File: src/rtl/ms_timer_if.sv
// ms_timer_if: register bus between a host and ms_timer.
// The host drives strobes, address and write data; the timer returns registered read data.
interface ms_timer_if;
    logic        wr_en;
    logic        rd_en;
    logic [1:0]  addr;
    logic [31:0] wr_data;
    logic [31:0] rd_data;

    modport master (
        output wr_en,
        output rd_en,
        output addr,
        output wr_data,
        input  rd_data
    );

    modport slave (
        input  wr_en,
        input  rd_en,
        input  addr,
        input  wr_data,
        output rd_data
    );
endinterface

File: src/rtl/ms_timer.sv
// ms_timer: millisecond countdown timer driven by an upstream free-running ms counter.
// Registers: 0 CTRL {irq_en, periodic, enable}, 1 PERIOD, 2 STATUS {expired, W1C}, 3 REMAINING (RO).
// Elapsed time is taken as the modulo-2^32 difference of successive ms_counter samples,
// so counter wrap and multi-millisecond jumps are absorbed naturally.
// Build option: define MS_TIMER_PERIODIC_EN for periodic auto-reload; without it
// CTRL.periodic is tied to 0 and the timer is one-shot only.
module ms_timer #(
    parameter logic [31:0] DEFAULT_PERIOD = 32'd1000
) (
    input  logic        clk,
    input  logic        reset,
    input  logic [31:0] ms_counter,
    ms_timer_if.slave   bus,
    output logic        irq
);

    typedef enum logic [1:0] {
        IDLE,
        ARMED,
        FIRED
    } state_t;

    state_t      state;
    state_t      state_nx;
    logic        enable;
    logic        enable_nx;
    logic        periodic;
    logic        periodic_nx;
    logic        irq_en;
    logic        irq_en_nx;
    logic        expired;
    logic        expired_nx;
    logic [31:0] period;
    logic [31:0] period_nx;
    logic [31:0] remaining;
    logic [31:0] remaining_nx;
    logic [31:0] prev;
    logic [31:0] prev_nx;
    logic [31:0] delta;

    logic        ctrl_wr;
    logic        period_wr;
    logic        status_wr;
    logic        arm;
    logic        disarm;

    assign ctrl_wr   = bus.wr_en && (bus.addr == 2'd0);
    assign period_wr = bus.wr_en && (bus.addr == 2'd1);
    assign status_wr = bus.wr_en && (bus.addr == 2'd2);
    assign arm       = ctrl_wr && bus.wr_data[0] && !enable;
    assign disarm    = ctrl_wr && !bus.wr_data[0];
    assign delta     = ms_counter - prev;

    // A zero period would never advance in periodic mode, so it reloads as one tick.
    function automatic logic [31:0] load_value(input logic per, input logic [31:0] p);
        return (per && (p == '0)) ? 32'd1 : p;
    endfunction

    // Next-state and register-update decode; expiry is applied after the W1C clear so it wins.
    always_comb begin
        state_nx     = state;
        enable_nx    = enable;
        periodic_nx  = periodic;
        irq_en_nx    = irq_en;
        expired_nx   = expired;
        period_nx    = period;
        remaining_nx = remaining;
        prev_nx      = prev;

        if (ctrl_wr) begin
            enable_nx = bus.wr_data[0];
`ifdef MS_TIMER_PERIODIC_EN
            periodic_nx = bus.wr_data[1];
`endif
            irq_en_nx = bus.wr_data[2];
        end
        if (period_wr) begin
            period_nx = bus.wr_data;
        end
        if (status_wr && bus.wr_data[0]) begin
            expired_nx = 1'b0;
        end

        case (state)
            IDLE, FIRED: begin
                if (arm) begin
                    state_nx     = ARMED;
                    remaining_nx = load_value(periodic_nx, period);
                    prev_nx      = ms_counter;
                end
            end
            ARMED: begin
                if (disarm) begin
                    // Disable beats a same-cycle expiry; REMAINING keeps its value.
                    state_nx = IDLE;
                end else begin
                    prev_nx = ms_counter;
                    if (delta >= remaining) begin
                        expired_nx = 1'b1;
                        if (periodic) begin
                            remaining_nx = load_value(1'b1, period);
                        end else begin
                            remaining_nx = '0;
                            enable_nx    = 1'b0;
                            state_nx     = FIRED;
                        end
                    end else begin
                        remaining_nx = remaining - delta;
                    end
                end
            end
            default: state_nx = IDLE;
        endcase
    end

    // State and register file update.
    always_ff @(posedge clk or negedge reset) begin
        if (!reset) begin
            state     <= IDLE;
            enable    <= 1'b0;
            periodic  <= 1'b0;
            irq_en    <= 1'b0;
            expired   <= 1'b0;
            period    <= DEFAULT_PERIOD;
            remaining <= '0;
            prev      <= '0;
        end else begin
            state     <= state_nx;
            enable    <= enable_nx;
            periodic  <= periodic_nx;
            irq_en    <= irq_en_nx;
            expired   <= expired_nx;
            period    <= period_nx;
            remaining <= remaining_nx;
            prev      <= prev_nx;
        end
    end

    // Registered read port; returns the pre-update register value and holds when idle.
    always_ff @(posedge clk or negedge reset) begin
        if (!reset) begin
            bus.rd_data <= '0;
        end else if (bus.rd_en) begin
            case (bus.addr)
                2'd0:    bus.rd_data <= {29'd0, irq_en, periodic, enable};
                2'd1:    bus.rd_data <= period;
                2'd2:    bus.rd_data <= {31'd0, expired};
                default: bus.rd_data <= remaining;
            endcase
        end
    end

    assign irq = expired & irq_en;

endmodule

File: src/flat_wrapper.sv
// flat-port wrapper written by rule: the top's interface ports become plain ports
module ms_timer_flat 
#(
    parameter logic [31:0] DEFAULT_PERIOD = 32'd1000
)
  (clk, reset, ms_counter, irq, bus_wr_en, bus_rd_en, bus_addr, bus_wr_data, bus_rd_data);
  ms_timer_if bus_i ();
  input  logic clk;
  input  logic reset;
  input  logic [31:0] ms_counter;
  output logic irq;
  input wire logic [$bits(bus_i.wr_en)-1:0] bus_wr_en;
  input wire logic [$bits(bus_i.rd_en)-1:0] bus_rd_en;
  input wire logic [$bits(bus_i.addr)-1:0] bus_addr;
  input wire logic [$bits(bus_i.wr_data)-1:0] bus_wr_data;
  output wire logic [$bits(bus_i.rd_data)-1:0] bus_rd_data;
  assign bus_i.wr_en = bus_wr_en;
  assign bus_i.rd_en = bus_rd_en;
  assign bus_i.addr = bus_addr;
  assign bus_i.wr_data = bus_wr_data;
  assign bus_rd_data = bus_i.rd_data;
  ms_timer #(.DEFAULT_PERIOD(DEFAULT_PERIOD)) u_core (.clk(clk), .reset(reset), .ms_counter(ms_counter), .bus(bus_i), .irq(irq));
endmodule
File: config.mk
export PLATFORM = sky130hd
export DESIGN_NAME = ms_timer_flat
export DESIGN_NICKNAME = d
export VERILOG_FILES = /design/src/rtl/ms_timer_if.sv /design/src/rtl/ms_timer.sv /design/src/flat_wrapper.sv
export SDC_FILE = /design/constraint.sdc
export NUM_CORES = 1
export LEC_CHECK = 0
export BUFFER_PORTS_ARGS = -buffer_cell sky130_fd_sc_hd__buf_2
export CAP_MARGIN = 15
export CORE_UTILIZATION = 49
export CTS_CLUSTER_SIZE = 30
export DETAILED_ROUTE_END_ITERATION = 8
export PLACE_DENSITY = 0.67
export SLEW_MARGIN = 40
export SYNTH_ARGS = -nofsm -noshare
export SYNTH_HDL_FRONTEND = slang
export SYNTH_SLANG_ARGS = --single-unit
File: constraint.sdc
create_clock -name clk -period 9.2 [get_ports clk]
set_input_delay 0.92 -clock clk [delete_from_list [all_inputs] [get_ports clk]]
set_output_delay 0.92 -clock clk [all_outputs]
set_load 0.01 [all_outputs]
==> summary.txt <==
Yosys
  – Synth Net Count: 1,130
  – Compound-gate portion of the synthesized area: 22.2%
  – Synth Area in Adders: 9.14%
  – Synth async-reset ratio: 100%
  – Synth Register Bits: 133
  – Syn_area_per_cell: 9.11 um2
  – Cells after Synth: 995
  – Largest family of logic cells by synthesized area: compound AO/OA/AOI/OAI gates
  – Count of cell types in the netlist: 78
  – Synthesized area: 9060 um2
  – Mux share of post-synthesis cell area: 8.04%
  – XOR/XNOR Fraction of Synth Area: 5.32%
  – Simple-gate share of the synthesized area: 12.1%
  – Primary FF master, synth: dfrtp_1
  – Number of synthesized flops with an enable pin: 0
  – Post-synthesis sequential area ratio: 36.8%
  – Ys Warns: 0

Final layout
  – Most common cell after layout, fill and taps aside: dfrtp_1
  – Most frequent cells in the layout: dfrtp_1 (127), buf_2 (100), a21oi_1 (98)
  – Layout filler cell count: 1,638
  – # diodes: 0
  – Fraction of layout cells with a size suffix above 1: 18.9%
  – Register area: 3340 um2
  – Multi-input gate area: 5160 um2
  – Area growth syn-to-layout: 13.7%
  – Nets: 1,206

Clock network
  – Max H-tree Level: 4
  – Number of buffers created by CTS: 17
  – Clock root buffer: clkbuf_16
  – Clock Tree Buf Depth: 2
  – CTS tree: built
  – Setup Fix Bufs, Post-CTS: 0
  – Clk_lat worst skew: 420 ps
  – Post-CTS sizing: 0
  – Sink Count: 133
  – Worst-path clk slew: 60 ps
  – CTS Hold Bufs: 0

Route
  – Vias: 7,383
  – Routed WL: 21,300 um
  – Number of DRC markers in iteration 0: 469
  – First drt pass iteration count: 5
  – Drt wl/cell: 16.2 um
  – # DRC: 0
  – Via/cell ratio: 5.62
  – Antenna viol nets, final: 0

Flow run
  – Max-Cap Viols: 0

Floorplanning
  – FP Rows: 49
  – Die W: 138 um
  – Initial Util: 50.3%
  – Die area: 19,000 um2
  – Ports: 103
  – Die Span Y: 138 um
  – Core Area: 18,000 um2

Placement
  – Detailed Place HPWL: 16,000 um
  – PortBufs: 102
  – Routability cong.: 0.904

Critical path
  – Worst EP required: 9480 ps
  – Critical Path Fanout Max: 20
  – CP Data Arrival Time: 5880 ps
  – R2r endpoint: u_core.remaining[24]
  – Worst Reg-to-Reg Cells: 22
  – Setup CP Type: in -> reg
  – CP endpoint kind: flip-flop
  – Crit Reg-Reg Startpoint: u_core.prev[0]
  – Startpoint Class: primary input
  – R2r setup slk: 3890 ps

Timing
  – Fin crit period: 5600 ps
  – Final Hold Fails: 0
  – Setup TNS: 0 ps
  – Worst-Margin Slew: 658 ps
  – Clock skew: 7.87 ps
  – Fmax: 179 MHz
  – RSZ-0062 raised after global routing: false
  – Slew Limit Fails: 0
  – Worst slew margin: 56.2%
  – Final setup vio count: 0
  – Final clock period utilization by the worst path: 60.9%

GRT
  – Total GRT Usage: 23.2%
  – First-pass GRT wire length: 34,300 um
  – Largest net degree at the start of global routing: 72
  – Vias in the first global route: 6,710
  – Initial antenna violation count: 0
  – GRT overflow: 0

Outcome
  – Outcome: finished, final reports clean

Hold path
  – Hold WC Path Type: in -> async
[critical path: stages]
cell      delay, ps
buf_2           100
inv_1            40
ha_1            160
inv_1            60
fa_1            430
a21o_1          170
a21oi_1         270
o21ai_1         170
a311oi_1        390
o31a_1          220
o21ai_1          80
a21oi_1         290
o21ai_1         140
xnor2_1         140
ha_1            380
nand4_1         180
nor4_1          410
nand4_1         170
and2_1          180
a31oi_1         140
buf_4           280
nor2_2          180
nand2_1         220
o221ai_1        140
[Yosys cell counts, drive strengths merged (9+ instances only)]
cell type / n / area, um2
nor2: 57 / 216
o31ai: 9 / 82.6
xnor2: 34 / 298
xor2: 21 / 184
o22ai: 32 / 206
ha: 63 / 788
mux2: 36 / 405
inv: 83 / 312
nor2b: 11 / 68.8
nand3: 14 / 70.1
a21oi: 100 / 508
nand4: 13 / 81.3
nor3: 20 / 100
a21o: 26 / 198
a22oi: 12 / 90.1
clkbuf: 39 / 196
o21ai: 66 / 334
mux2i: 30 / 300
buf: 12 / 73.8
nand2b: 10 / 62.6
dfrtp: 127 / 3180
nand2: 79 / 297
a31oi: 11 / 83.8
[flip-flops by register name (all words and copies together), names as in the netlist]
register            flops
u_core.expired          1
u_core.remaining       32
u_core.state            2
u_core.bus.rd_data     32
u_core.enable           1
u_core.prev            32
u_core.period          32
u_core.irq_en           1
[per-layer routing]
layer  GRT usage [%]  part of all wire, %
met1            36.5                   54
met2            32.3                   40
met3            3.18                  4.2
met4            6.88                  1.3
met5               0                    0
[logic make-up (layout without fill, tap and decap cells)]
kind of cell / after synthesis / count (layout)
AO/OA/AOI/OAI: 309 / 309
AND/OR/NAND/NOR: 232 / 232
buffers and inverters: 134 / 223
flip-flops: 133 / 133
multiplexers: 67 / 67
adder cells (fa/ha/maj): 65 / 65
XOR/XNOR: 55 / 55
[layout make-up]
type,instances,share of cell area (%)
inverters,83,3.02
clock buffers,21,4.37
repair buffers,108,5.51
flip-flops and latches,133,32.4
well taps,229,2.78
clock inverters,11,1.92
multi-input cells,728,50.0
[stage by stage]
stage	utilization [%]	worst slack, ps	instance area (um2)	hold WS [ps]	cells
final	57.2	3600	10300	511	1313
after floorplan	-	3920	9060	460	995
after detailed placement	53.6	3140	9660	490	1281
after CTS	57.2	3580	10300	504	1313
after global routing	57.2	3110	10300	532	1313
after global placement	53.5	3270	9650	482	1281
[worst max-delay path by stage]
stage | from | end | slack (ps) | cells past startpoint
after floorplan | ms_counter[0] | u_core.remaining[22] | 3920 | 25
after global placement | ms_counter[0] | u_core.remaining[24] | 3270 | 24
after detailed placement | ms_counter[0] | u_core.remaining[24] | 3140 | 24
after CTS | ms_counter[0] | u_core.remaining[24] | 3580 | 24
after global routing | ms_counter[0] | u_core.remaining[24] | 3110 | 24
final | ms_counter[0] | u_core.remaining[24] | 3600 | 24
Power is not shown: default switching activity piles up to over one toggle a cycle in this logic, so the estimate is an artifact.
